--- config.mk ---
export PLATFORM = sky130hd
export DESIGN_NAME = fp16_to_int_flat
export DESIGN_NICKNAME = d
export VERILOG_FILES = /design/src/rtl/fp16_pkg.sv /design/src/rtl/fp16_to_int_if.sv /design/src/rtl/fp16_unpack.sv /design/src/rtl/fp16_to_int.sv /design/src/flat_wrapper.sv
export SDC_FILE = /design/constraint.sdc
export NUM_CORES = 1
export LEC_CHECK = 0
export ABC_AREA = 1
export CAP_MARGIN = 40
export CORE_ASPECT_RATIO = 1.1
export CORE_MARGIN = 4
export CORE_UTILIZATION = 55
export DETAILED_ROUTE_END_ITERATION = 6
export PLACE_DENSITY = 0.76
export SYNTH_ARGS = -nofsm -noshare
export SYNTH_HDL_FRONTEND = slang
export SYNTH_SLANG_ARGS = --single-unit
export TNS_END_PERCENT = 10
--- constraint.sdc ---
create_clock -name clk -period 1.7 [get_ports clk]
set_input_delay 0.34 -clock clk [delete_from_list [all_inputs] [get_ports clk]]
set_output_delay 0.34 -clock clk [all_outputs]
set_load 0.01 [all_outputs]
--- src/rtl/fp16_pkg.sv ---
// Shared fp16 field layout, constants and converter state encoding.
// Latency: none (declarations only).
// Backpressure: not applicable.
package fp16_pkg;

   localparam int EXP_W   = 5;
   localparam int FRAC_W  = 10;
   localparam int BIAS    = 15;
   localparam int EXP_MAX = 31;

   // Biased exponent at which the implicit-one mantissa already equals the integer.
   localparam int SHIFT_PIVOT = BIAS + FRAC_W;

   localparam logic [2:0] S_WAIT  = 3'd0;
   localparam logic [2:0] S_CLASS = 3'd1;
   localparam logic [2:0] S_SHIFT = 3'd2;
   localparam logic [2:0] S_CHECK = 3'd3;
   localparam logic [2:0] S_DONE  = 3'd4;
   localparam logic [2:0] S_ERR   = 3'd5;

endpackage

--- src/rtl/fp16_to_int_if.sv ---
// Strobe handshake bundle between a converter client and fp16_to_int.
// Latency: wires only.
// Backpressure: none; the client must wait for R_O before issuing the next R_I.
interface fp16_to_int_if;
   logic [15:0] dataIn;
   logic        R_I;
   logic [15:0] dataOut;
   logic        R_O;
   logic        ERR;

   modport master (output dataIn, output R_I, input dataOut, input R_O, input ERR);
   modport slave  (input dataIn, input R_I, output dataOut, output R_O, output ERR);
endinterface

--- src/rtl/fp16_unpack.sv ---
// Splits an fp16 word into fields and derives the alignment shift for integer conversion.
// Latency: combinational.
// Backpressure: not applicable.
module fp16_unpack
   import fp16_pkg::*;
(
   input  logic [15:0]       word,
   output logic              sign,
   output logic [EXP_W-1:0]  exp,
   output logic [FRAC_W-1:0] frac,
   output logic              is_special,
   output logic              is_small,
   output logic [3:0]        shift_count,
   output logic              shift_dir
);

   assign sign = word[15];
   assign exp  = word[14:10];
   assign frac = word[9:0];

   // Inf/NaN share the all-ones exponent; anything below the bias has magnitude under one.
   assign is_special = (exp == 5'(EXP_MAX));
   assign is_small   = (exp < 5'(BIAS));

   // Left shift (dir=1) when the unbiased exponent exceeds the fraction width.
   assign shift_dir = (exp > 5'(SHIFT_PIVOT));

   // Distance between exponent and pivot; only meaningful for normal in-range operands.
   always_comb begin
      shift_count = 4'd0;
      if (!is_small && !is_special) begin
         if (exp >= 5'(SHIFT_PIVOT))
            shift_count = 4'(exp - 5'(SHIFT_PIVOT));
         else
            shift_count = 4'(5'(SHIFT_PIVOT) - exp);
      end
   end

endmodule

--- src/rtl/fp16_to_int.sv ---
// Converts fp16 to a signed 16-bit integer, truncating toward zero; flags NaN/Inf/out-of-range.
// Latency: 3+|E-10| cycles for normals, 3 for |x|<1, 2 for Inf/NaN; R_O pulses one cycle.
// Backpressure: none; R_I is only sampled while idle, so requests while busy are dropped.
module fp16_to_int
   import fp16_pkg::*;
#(
   parameter int MAX_MAG = 2048
)(
   input  logic          clk,
   input  logic          reset,
   fp16_to_int_if.slave  bus
);

   localparam logic [16:0] MAX_MAG_V = 17'(MAX_MAG);

   logic [2:0]  state;
   logic [15:0] data_q;
   logic [16:0] mag;
   logic [3:0]  cnt;
   logic        dir_q;
   logic        sign_q;
   logic [15:0] data_out;
   logic        r_o;
   logic        err;

   logic              u_sign;
   logic [EXP_W-1:0]  u_exp;
   logic [FRAC_W-1:0] u_frac;
   logic              u_special;
   logic              u_small;
   logic [3:0]        u_shift_count;
   logic              u_shift_dir;

   fp16_unpack u_unpack (
      .word        (data_q),
      .sign        (u_sign),
      .exp         (u_exp),
      .frac        (u_frac),
      .is_special  (u_special),
      .is_small    (u_small),
      .shift_count (u_shift_count),
      .shift_dir   (u_shift_dir)
   );

   assign bus.dataOut = data_out;
   assign bus.R_O     = r_o;
   assign bus.ERR     = err;

   // Conversion sequencer: classify, align one bit per cycle, range check, report.
   always_ff @(posedge clk) begin
      if (reset) begin
         state    <= S_WAIT;
         data_q   <= '0;
         mag      <= '0;
         cnt      <= '0;
         dir_q    <= 1'b0;
         sign_q   <= 1'b0;
         data_out <= '0;
         r_o      <= 1'b0;
         err      <= 1'b0;
      end else begin
         r_o <= 1'b0;
         case (state)
            S_WAIT: begin
               if (bus.R_I) begin
                  data_q   <= bus.dataIn;
                  data_out <= '0;
                  err      <= 1'b0;
                  state    <= S_CLASS;
               end
            end
            S_CLASS: begin
               sign_q <= u_sign;
               if (u_special) begin
                  r_o      <= 1'b1;
                  err      <= 1'b1;
                  data_out <= '0;
                  state    <= S_ERR;
               end else if (u_small) begin
                  mag   <= '0;
                  cnt   <= '0;
                  state <= S_CHECK;
               end else begin
                  mag   <= {6'd0, 1'b1, u_frac};
                  cnt   <= u_shift_count;
                  dir_q <= u_shift_dir;
                  // Exponent exactly at the pivot: mantissa is already the integer.
                  state <= (u_exp == 5'(SHIFT_PIVOT)) ? S_CHECK : S_SHIFT;
               end
            end
            S_SHIFT: begin
               mag <= dir_q ? (mag << 1) : (mag >> 1);
               cnt <= cnt - 4'd1;
               if (cnt == 4'd1)
                  state <= S_CHECK;
            end
            S_CHECK: begin
               r_o <= 1'b1;
               if (mag > MAX_MAG_V) begin
                  err      <= 1'b1;
                  data_out <= '0;
                  state    <= S_ERR;
               end else begin
                  data_out <= sign_q ? -mag[15:0] : mag[15:0];
                  state    <= S_DONE;
               end
            end
            S_DONE:  state <= S_WAIT;
            S_ERR:   state <= S_WAIT;
            default: state <= S_WAIT;
         endcase
      end
   end

endmodule

--- src/flat_wrapper.sv ---
// flat-port wrapper written by rule: the top's interface ports become plain ports
module fp16_to_int_flat import fp16_pkg::*;
#(
   parameter int MAX_MAG = 2048
)
  (clk, reset, bus_dataIn, bus_R_I, bus_dataOut, bus_R_O, bus_ERR);
  fp16_to_int_if bus_i ();
  input  logic clk;
  input  logic reset;
  input wire logic [$bits(bus_i.dataIn)-1:0] bus_dataIn;
  input wire logic [$bits(bus_i.R_I)-1:0] bus_R_I;
  output wire logic [$bits(bus_i.dataOut)-1:0] bus_dataOut;
  output wire logic [$bits(bus_i.R_O)-1:0] bus_R_O;
  output wire logic [$bits(bus_i.ERR)-1:0] bus_ERR;
  assign bus_i.dataIn = bus_dataIn;
  assign bus_i.R_I = bus_R_I;
  assign bus_dataOut = bus_i.dataOut;
  assign bus_R_O = bus_i.R_O;
  assign bus_ERR = bus_i.ERR;
  fp16_to_int #(.MAX_MAG(MAX_MAG)) u_core (.clk(clk), .reset(reset), .bus(bus_i));
endmodule
Yosys cells after proc, flatten, opt, wreduce, memory -nomap -nowiden
Cells that the tools add are included.
{"block": "totals", "ff_bits": 60, "input_bits": 19, "word_cells": 69}
{"block": "op_classes", "n_addsub": 4, "order_cmp": 4, "n_eq_ne": 11, "mux": 27, "bitwise_logic": 2, "n_reduce_logical": 12}
{"operator": "16-bit 2-to-1 mux", "n": 4}
{"operator": "16-bit case mux with 3 select lines", "n": 1}
{"operator": "17-bit 2-to-1 mux", "n": 2}
{"operator": "17-bit case mux with 2 select lines", "n": 1}
{"operator": "17-bit by 12-bit greater-than comparator with 1-bit output, second input constant", "n": 1}
{"operator": "4-bit 2-to-1 mux", "n": 4}
{"operator": "16-bit negation", "n": 1}
{"operator": "3-bit 2-to-1 mux", "n": 4}
{"operator": "3-bit case mux with 4 select lines", "n": 1}
{"operator": "11-bit 2-to-1 mux", "n": 1}
{"operator": "5-bit equality test, second input constant", "n": 2}
{"operator": "4-bit case mux with 2 select lines", "n": 1}
{"operator": "3-bit by 2-bit equality test with 1-bit output, second input constant", "n": 2}
{"operator": "1-bit 2-to-1 mux", "n": 6}
{"operator": "2-bit inequality test, second input constant", "n": 3}
{"operator": "2-bit AND reduction", "n": 3}
{"operator": "3-bit AND reduction", "n": 2}
{"operator": "5-bit greater-or-equal comparator, second input constant", "n": 1}
{"operator": "5-bit greater-than comparator, second input constant", "n": 1}
{"operator": "5-bit by 4-bit < comparator with 1-bit output, second input constant", "n": 1}
{"operator": "4-bit by 1-bit equality test with 1-bit output, second input constant", "n": 1}
{"operator": "2-bit by 1-bit inequality test with 1-bit output, second input constant", "n": 2}
{"operator": "4-bit AND reduction", "n": 1}
{"operator": "4-bit by 1-bit subtractor with 4-bit output, second input constant", "n": 1}
{"operator": "11 further kinds", "n": 13}

Logic depth before layout (Yosys ltp)
Gate-level depths: netlist of run 1.
{"block": "logic_depth", "depth_word": 7, "depth_mapped": 11, "ltp_nobuf": 10}

By module
From an unflattened synthesis of run 1, not the netlist that was laid out.
{"block": "unflattened", "cells_unflattened": 461, "area_unflattened_um2": 3285.7}
{"module": "fp16_to_int", "n_inst": 1, "cells_per_inst": 404, "area_each_um2": 2929.1}
{"module": "fp16_unpack", "n_inst": 1, "cells_per_inst": 57, "area_each_um2": 356.6}

Worst setup path before layout of run 1
OpenSTA, ideal clock, no wires.
{"block": "synth_path", "path_kind": "register to register", "startpoint": "register u_core.data_q[10]", "endpoint": "register u_core.data_out[12] (netlist: u_core.bus.dataOut[12])", "setup_ps": 132, "arrival_ps": 1337, "required_ps": 1568, "setup_slack_ps": 230, "stages_incl_launch_ff": 9, "path_buffers": 0, "synth_period_minus_slack_ps": 1470, "path_cell_list": "dfxtp_1 > ha_1 > nand3_1 > nor2_4 > nor2_4 > nor2_2 > inv_2 > nand2_1 > a21oi_1"}
{"block": "synth_via", "elab_chain_cells": 3}
{"item": "start: declaration", "line_no": "fp16_to_int.sv:17", "source": "logic [15:0] data_q;"}
{"item": "start signal: assignment", "line_no": "fp16_to_int.sv:66", "source": "data_q <= bus.dataIn;"}
{"item": "5-bit equality test", "line_no": "fp16_unpack.sv:22", "source": "assign is_special = (exp == 5'(EXP_MAX));"}
{"item": "2-bit inequality test (no line)"}
{"item": "3-bit AND reduction (no line)"}
{"item": "end signal: assignment", "line_no": "fp16_to_int.sv:104", "source": "data_out <= sign_q ? -mag[15:0] : mag[15:0];"}
{"item": "end: declaration", "line_no": "fp16_to_int.sv:22", "source": "logic [15:0] data_out;"}
Every way passes these cells.
A chain may end at the register's enable or synchronous reset.

Worst setup path after layout of run 1
{"block": "layout_path", "startpoint": "register u_core.data_q[11]", "endpoint": "register u_core.mag[4]"}
{"block": "layout_via", "elab_chain_cells": 4, "word_cells_on_any_way": 7, "classes_between": "order compare: 1; eq/ne: 2; mux: 3; reduce/logical: 1"}
{"item": "5-bit by 4-bit < comparator with 1-bit output", "line_no": "fp16_unpack.sv:23", "source": "assign is_small = (exp < 5'(BIAS));"}
{"item": "11-bit 2-to-1 mux", "line_no": "fp16_to_int.sv:79", "source": "end else if (u_small) begin"}
{"item": "17-bit 2-to-1 mux", "line_no": "fp16_to_int.sv:74", "source": "if (u_special) begin"}
{"item": "17-bit case mux with 2 select lines", "line_no": "fp16_to_int.sv:63", "source": "case (state)"}
{"item": "end signal: assignment", "line_no": "fp16_to_int.sv:84", "source": "mag <= {6'd0, 1'b1, u_frac};"}
{"item": "end signal: assignment", "line_no": "fp16_to_int.sv:92", "source": "mag <= dir_q ? (mag << 1) : (mag >> 1);"}
{"item": "end: declaration", "line_no": "fp16_to_int.sv:18", "source": "logic [16:0] mag;"}
Parallel ways exist; a longest one is shown, timed or not. The select of a mux whose other input is x is not followed.

==> results of run 1 <==
-- cell usage in the layout, fill, tap and decap left out, types with 9 or more instances in the layout --
master	synthesis	layout
inv_1	57	57
nand2_1	89	89
a22oi_1	15	15
ha_1	9	9
clkbuf_8	0	10
nand3_1	20	20
o21ai_0	24	24
nor2_1	49	48
dfxtp_1	60	59
a21oi_1	43	42
clkdlybuf4s50_1	0	36
-- registers in the layout, indices dropped and copies added, names as in the netlist, 3 cells and up --
signal / count
u_core.state: 3
u_core.bus.dataOut: 16
u_core.cnt: 4
u_core.data_q: 16
u_core.mag: 17
-- stage by stage --
stage	utilization, %	TNS [ns]	worst slack (ns)
finish	70.1	0	0.0949
floorplan	-	0	0.230
global placement	66.0	0	0.186
CTS	69.9	0	0.0698
detailed placement	66.0	0	0.0885
global route	70.1	-0.304	-0.0496
-- worst paths after layout --
check / to / slack, ns / depth (start not counted)
setup / recovery: u_core.mag[4]$_SDFFE_PP0P_ / 0.09 / 9
hold / removal: u_core.data_q[2]$_SDFFE_PP0P_ / 0.46 / 2
setup reg to reg: u_core.mag[4]$_SDFFE_PP0P_ / 0.09 / 9
hold reg to reg: u_core.data_q[2]$_SDFFE_PP0P_ / 0.46 / 2
-- routing by layer --
metal	vias up	track usage, %
met5	-	0
met4	0	11.4
met1	1279	26.2
li1	1504	-
met3	13	5.04
met2	83	34.9
-- kinds of logic after synthesis --
logic type / share of synthesized area [%]
DFF: 37.7
buffers and inverters: 10.6
AOI/OAI and AO/OA: 21.7
and+or+nand+nor: 24.6
xor gates and xnor gates: 1.92
adders and majority gates: 3.54
-- cell usage after synthesis (2+ instances only) --
cell and n:
nand4_1 2, a21oi_1 43, ha_1 9, o22ai_1 2, inv_1 57, xor2_1 4
nand3_1 20, inv_2 2, nand3b_1 3, nor2_4 5, o211ai_2 7, nor2_1 49
o21ai_0 24, o211ai_1 6, nand3_2 2, buf_4 4, buf_6 4, a31oi_1 2
clkbuf_1 7, xnor2_1 3, a211oi_1 2, nand2_4 2, buf_2 2, nand2_1 89
a22oi_1 15, dfxtp_1 60, nor2_2 4
-- critical path, cell delays in order (launching register included) --
cell and delay (ns):
dfxtp_1 0.39, ha_1 0.17, nand3_1 0.11, nor2_4 0.19, o21ai_4 0.08, inv_2 0.26
nand2_1 0.13, o211ai_2 0.09, nand2_1 0.06, inv_1 0.05
-- area by class of cell --
type / count / area share [%]
clock buffer: 11 / 3.67
clock inverter: 5 / 1.95
inverter: 59 / 5.75
multi-input combinational: 301 / 42.9
sequential: 60 / 31.2
tap: 75 / 2.44
timing repair buffer: 45 / 12.1
-- power groups by stage --
stage | logic, mW | clock network (mW) | registers, mW
after floorplan | 0.754 | 0 | 1.65
after global routing | 1.13 | 1.52 | 1.65
after global placement | 0.977 | 0 | 1.66
final | 1.01 | 1.41 | 1.64
after detailed placement | 0.999 | 0 | 1.66
after CTS | 1.00 | 1.44 | 1.63
-- what timing repair did --
action                     CTS  global route
gates resized for setup      0             3
setup endpoints to repair    0            17
setup buffers                0             0
hold buffers                 0             0
==> flow_metrics.py, run 1 <==
metrics = {
    "run_status": {
        "status": "complete, no violations",
    },
    "layout": {
        "multi_input_area_um2": 1650,
        "seqCellArea_um2": 1200,
        "fin_nets": 504,
        "area_growth_pct": 21.0,
        "n_antenna_cell": 0,
        "drive_gt1_share_pct": 11.0,
        "nFillCells": 500,
        "final_cells": 556,
        "design_area_um2": 3850,
    },
    "sta": {
        "tightest_slew_ns": 0.369,
        "skew_ns": 0.00387,
        "whs_ns": 0.459,
        "rsz0062_at_grt": "true",
        "hold_viol": 0,
        "fmax_ghz": 0.623,
        "period_share_pct": 94.4,
        "layout_min_cycle_time_ns": 1.61,
        "slew_headroom_pct": 75.3,
        "setup_viol": 0,
        "drv_slew": 0,
    },
    "synthesis": {
        "ys.flop_type": "dfxtp_1",
        "ys_seq_elements": 60,
        "yosysTopAreaCell": "dfxtp_1",
        "synth-async-reset-ratio_pct": 0,
        "synth.cell_area_um2": 3190,
        "yosysTopAreaCellShare_pct": 37.7,
        "postSynthCellCount": 438,
        "ys_top_cells_by_area": "dfxtp_1, nand2_1, a21oi_1",
        "ys_seq_area_share_pct": 37.7,
        "synth_edf_count": 0,
        "synthesis.nets": 466,
        "avgSynthCellArea_um2": 7.27,
        "yosysWarningCount": 0,
        "synthDistinctLibCells": 36,
    },
    "global_routing": {
        "antenna_found_initial": 0,
        "grt_max_degree": 34,
        "grt_pass1_vias": 2639,
        "track_usage_pct": 21.4,
        "overflow": 0,
        "grt_pass1_wl_mm": 11.8,
    },
    "placement": {
        "hpwl_mm": 4.86,
        "placed_cells": 540,
        "numPortBuffers": 36,
        "place_area_um2": 3630,
        "globalplace.congestion": 0.836,
    },
    "floorplanning": {
        "die_w_um": 80.6,
        "die_h_um": 87.8,
        "ios": 37,
        "fp.dieArea_um2": 7070,
        "start_util_pct": 57.9,
        "core_um2": 5500,
        "rows": 28,
    },
    "critical_path": {
        "arrival_ns": 1.90,
        "reg2reg_from": "u_core.data_q[11]$_SDFFE_PP0P_",
        "critPathLaunch": "u_core.data_q[11]$_SDFFE_PP0P_",
        "cp_max_fo": 21,
        "required_ns": 1.99,
        "critical_path_class": "flip-flop to flip-flop",
        "startpoint_type": "flip-flop",
        "cp-end-kind": "flip-flop",
    },
    "hold_path": {
        "min_path_type": "flip-flop to flip-flop",
        "hp-start": "u_core.data_q[2]$_SDFFE_PP0P_",
    },
    "power": {
        "p_leak_nw": 1.58,
        "comb_power_share_pct": 24.8,
        "finalPower_mw": 4.05,
        "p_per_area_nw_per_um2": 1050,
        "p_sw_share_pct": 31.6,
        "p_seq_share_pct": 40.3,
        "clkPwrFrac_pct": 34.8,
        "p_int_mw": 2.77,
        "p_sw_mw": 1.28,
        "vdd_drop_max_mv": 0.715,
    },
    "clock_tree": {
        "worstSkewPairLatency_ns": 0.34,
        "numCtsBuffers": 9,
        "root_buffer": "clkbuf_8",
        "cts_htree_levels": 3,
        "clkSinkCount": 60,
        "clock_path_buffers": 2,
        "clkTransAtPathRegs_ns": 0.07,
        "cts_tree": "done",
    },
    "drt": {
        "maxUsedRoutingLayer": "met4",
        "drt-total-wl_mm": 6.84,
        "ant_nets": 0,
        "firstDrtPassIters": 5,
        "wl_met3_um": 370,
        "drc_errors": 0,
        "vias": 2879,
        "wl_met2_mm": 3.22,
        "drt_iter0_markers": 231,
        "met1_length_mm": 3.09,
        "vias_per_cell": 5.18,
        "routedWlPerCell_um": 12.3,
    },
    "flow_run": {
        "maxCapViolCount": 0,
    },
}
(Power assumes the default switching activity.)
==> run 2, diff against run 1 <==
Settings changed: CORE_UTILIZATION 55 to 30, CTS_BUF_LIST set to sky130_fd_sc_hd__clkbuf_4, PLACE_DENSITY 0.76 to 0.45.
==> run 2 against run 1 <==
Clock skew is 0.014 ns higher. Global-route usage shrank 8.6 points. Count of clock-buffer cells in the layout down 2. Clock power rose by 4%. Wire length increased by 11%.
==> flow_metrics.py, run 2 (synthesized netlist as in run 1, its figures left out) <==
metrics = {
    "layout": {
        "max_flop_register": "u_core.mag",
        "n_antenna_cell": 0,
        "final_common_cell": "nand2_1",
        "design_area_um2": 4020,
        "nFillCells": 1098,
        "fin_nets": 507,
        "final_util_pct": 38.7,
        "largest_register_ffs": 17,
        "final_cells": 627,
        "drive_gt1_share_pct": 12.0,
        "multi_input_area_um2": 1690,
        "seqCellArea_um2": 1200,
        "area_growth_pct": 26.2,
        "final_cell_mix": "nand2_1, dfxtp_1, inv_1, nor2_1, a21oi_1",
    },
    "sta": {
        "drv_slew": 0,
        "final.setup.tns_ns": 0,
        "slew_headroom_pct": 67.6,
        "whs_ns": 0.464,
        "setup_viol": 0,
        "worst_slack_ns": 0.0604,
        "fmax_ghz": 0.610,
        "rsz0062_at_grt": "false",
        "layout_min_cycle_time_ns": 1.64,
        "skew_ns": 0.0183,
        "tightest_slew_ns": 0.486,
        "period_share_pct": 96.4,
        "hold_viol": 0,
    },
    "floorplanning": {
        "die_w_um": 106,
        "ios": 37,
        "rows": 39,
        "fp.dieArea_um2": 12300,
        "core_um2": 10400,
        "die_h_um": 116,
        "start_util_pct": 30.6,
    },
    "clock_tree": {
        "clkSinkCount": 60,
        "worstSkewPairLatency_ns": 0.43,
        "numCtsBuffers": 9,
        "root_buffer": "clkbuf_4",
        "clock_path_buffers": 2,
        "clkTransAtPathRegs_ns": 0.11,
        "cts_hold_buf": 0,
        "cts_tree": "done",
        "cts_htree_levels": 3,
    },
    "critical_path": {
        "critical_path_buf_inv_count": 1,
        "arrival_ns": 1.30,
        "startpoint_type": "flip-flop",
        "crit_chain": "clkdlybuf4s50_1",
        "max_stage_delay_ns": 0.54,
        "crit_cells": 1,
        "critPathLaunch": "u_core.bus.dataOut[1]$_SDFFE_PP0P_",
        "critical_path_class": "flip-flop to primary output",
        "required_ns": 1.36,
        "cp_top_family": "buffers and inverters",
        "reg2reg_depth": 8,
        "setup.worst_path.end": "bus_dataOut[1]",
        "reg2reg_setup_slack_ns": 0.17,
        "cp_max_fo": 2,
        "reg2reg_from": "u_core.data_q[11]$_SDFFE_PP0P_",
        "cp-end-kind": "primary output",
        "r2r_end": "u_core.cnt[3]$_SDFFE_PP0P_",
        "cpMaxStageDelayCell": "clkdlybuf4s50_1",
    },
    "global_routing": {
        "grt_max_degree": 34,
        "grt_pass1_vias": 2463,
        "track_usage_pct": 12.8,
        "overflow": 0,
        "grt_pass1_wl_mm": 12.4,
        "antenna_found_initial": 0,
    },
    "placement": {
        "hpwl_mm": 5.17,
        "placed_cells": 610,
        "numPortBuffers": 36,
        "globalplace.congestion": 0.768,
        "place_ws_ns": 0.107,
        "place_area_um2": 3740,
    },
    "power": {
        "finalPower_mw": 4.20,
        "vdd_drop_max_mv": 0.357,
        "p_per_area_nw_per_um2": 1040,
        "p_leak_nw": 1.84,
    },
    "hold_path": {
        "min_path_type": "flip-flop to flip-flop",
    },
    "flow_run": {
        "maxCapViolCount": 0,
    },
    "drt": {
        "ant_nets": 0,
        "drt_iter0_markers": 114,
        "firstDrtPassIters": 5,
        "drc_errors": 0,
        "routedWlPerCell_um": 12.1,
        "vias": 2781,
        "vias_per_cell": 4.44,
        "drt-total-wl_mm": 7.61,
    },
    "run_status": {
        "status": "complete, no violations",
    },
}
run 2: cell count changes in the layout (fill, tap and decap cells not counted), sizes merged:
| cell | delta |
|---|---|
| clkdlybuf4s50 | -13 |
| dlymetal6s2s | +13 |
| buf | +2 |
| bufinv | +2 |
| clkbuf | -2 |
| clkinv | -2 |
| clkinvlp | +2 |
| a21oi | +1 |
run 2: layer usage:
metal  track usage, %  wire [um]
met5                0          0
met3             3.45        400
met4             6.22         87
met2             18.1       3140
met1             18.1       3970
run 2: worst min-delay path by stage:
stage / start / end / cells past startpoint
floorplan: u_core.data_q[15]$_SDFFE_PP0P_ / u_core.data_q[15]$_SDFFE_PP0P_ / 2
global placement: u_core.data_q[1]$_SDFFE_PP0P_ / u_core.data_q[1]$_SDFFE_PP0P_ / 2
detailed placement: u_core.data_q[1]$_SDFFE_PP0P_ / u_core.data_q[1]$_SDFFE_PP0P_ / 2
CTS: u_core.data_q[1]$_SDFFE_PP0P_ / u_core.data_q[1]$_SDFFE_PP0P_ / 2
global route: bus_dataIn[9] / u_core.data_q[9]$_SDFFE_PP0P_ / 3
finish: u_core.data_q[1]$_SDFFE_PP0P_ / u_core.data_q[1]$_SDFFE_PP0P_ / 2
run 2: worst reg2reg max path: stages (launching register included):
cell,delay [ns]
dfxtp_1,0.40
inv_1,0.12
ha_1,0.24
nand2_1,0.07
nand2_1,0.06
nand2_1,0.12
a21oi_4,0.09
o211ai_1,0.22
a21oi_1,0.09
run 2: final cells by class:
cell class | count | area share [%]
clock buffer | 9 | 1.68
clock inverter | 7 | 3.45
inverter | 59 | 5.51
multi-input combinational | 302 | 41.9
sequential | 60 | 29.9
tap | 143 | 4.45
timing repair buffer | 47 | 13.1
run 2: report_power, final:
| part | switching, mW | leakage, nW | internal, mW | total [mW] |
|---|---|---|---|---|
| logic | 0.644 | 1.25 | 0.429 | 1.07 |
| clock network | 0.583 | 0.0998 | 0.887 | 1.47 |
| registers | 0.120 | 0.489 | 1.54 | 1.66 |
| total | 1.35 | 1.84 | 2.85 | 4.20 |
run 2: timing repair:
action,4_1_cts,5_1_grt
buffers inserted,0,0
resized for setup,0,21
setup endpoints to repair,0,35
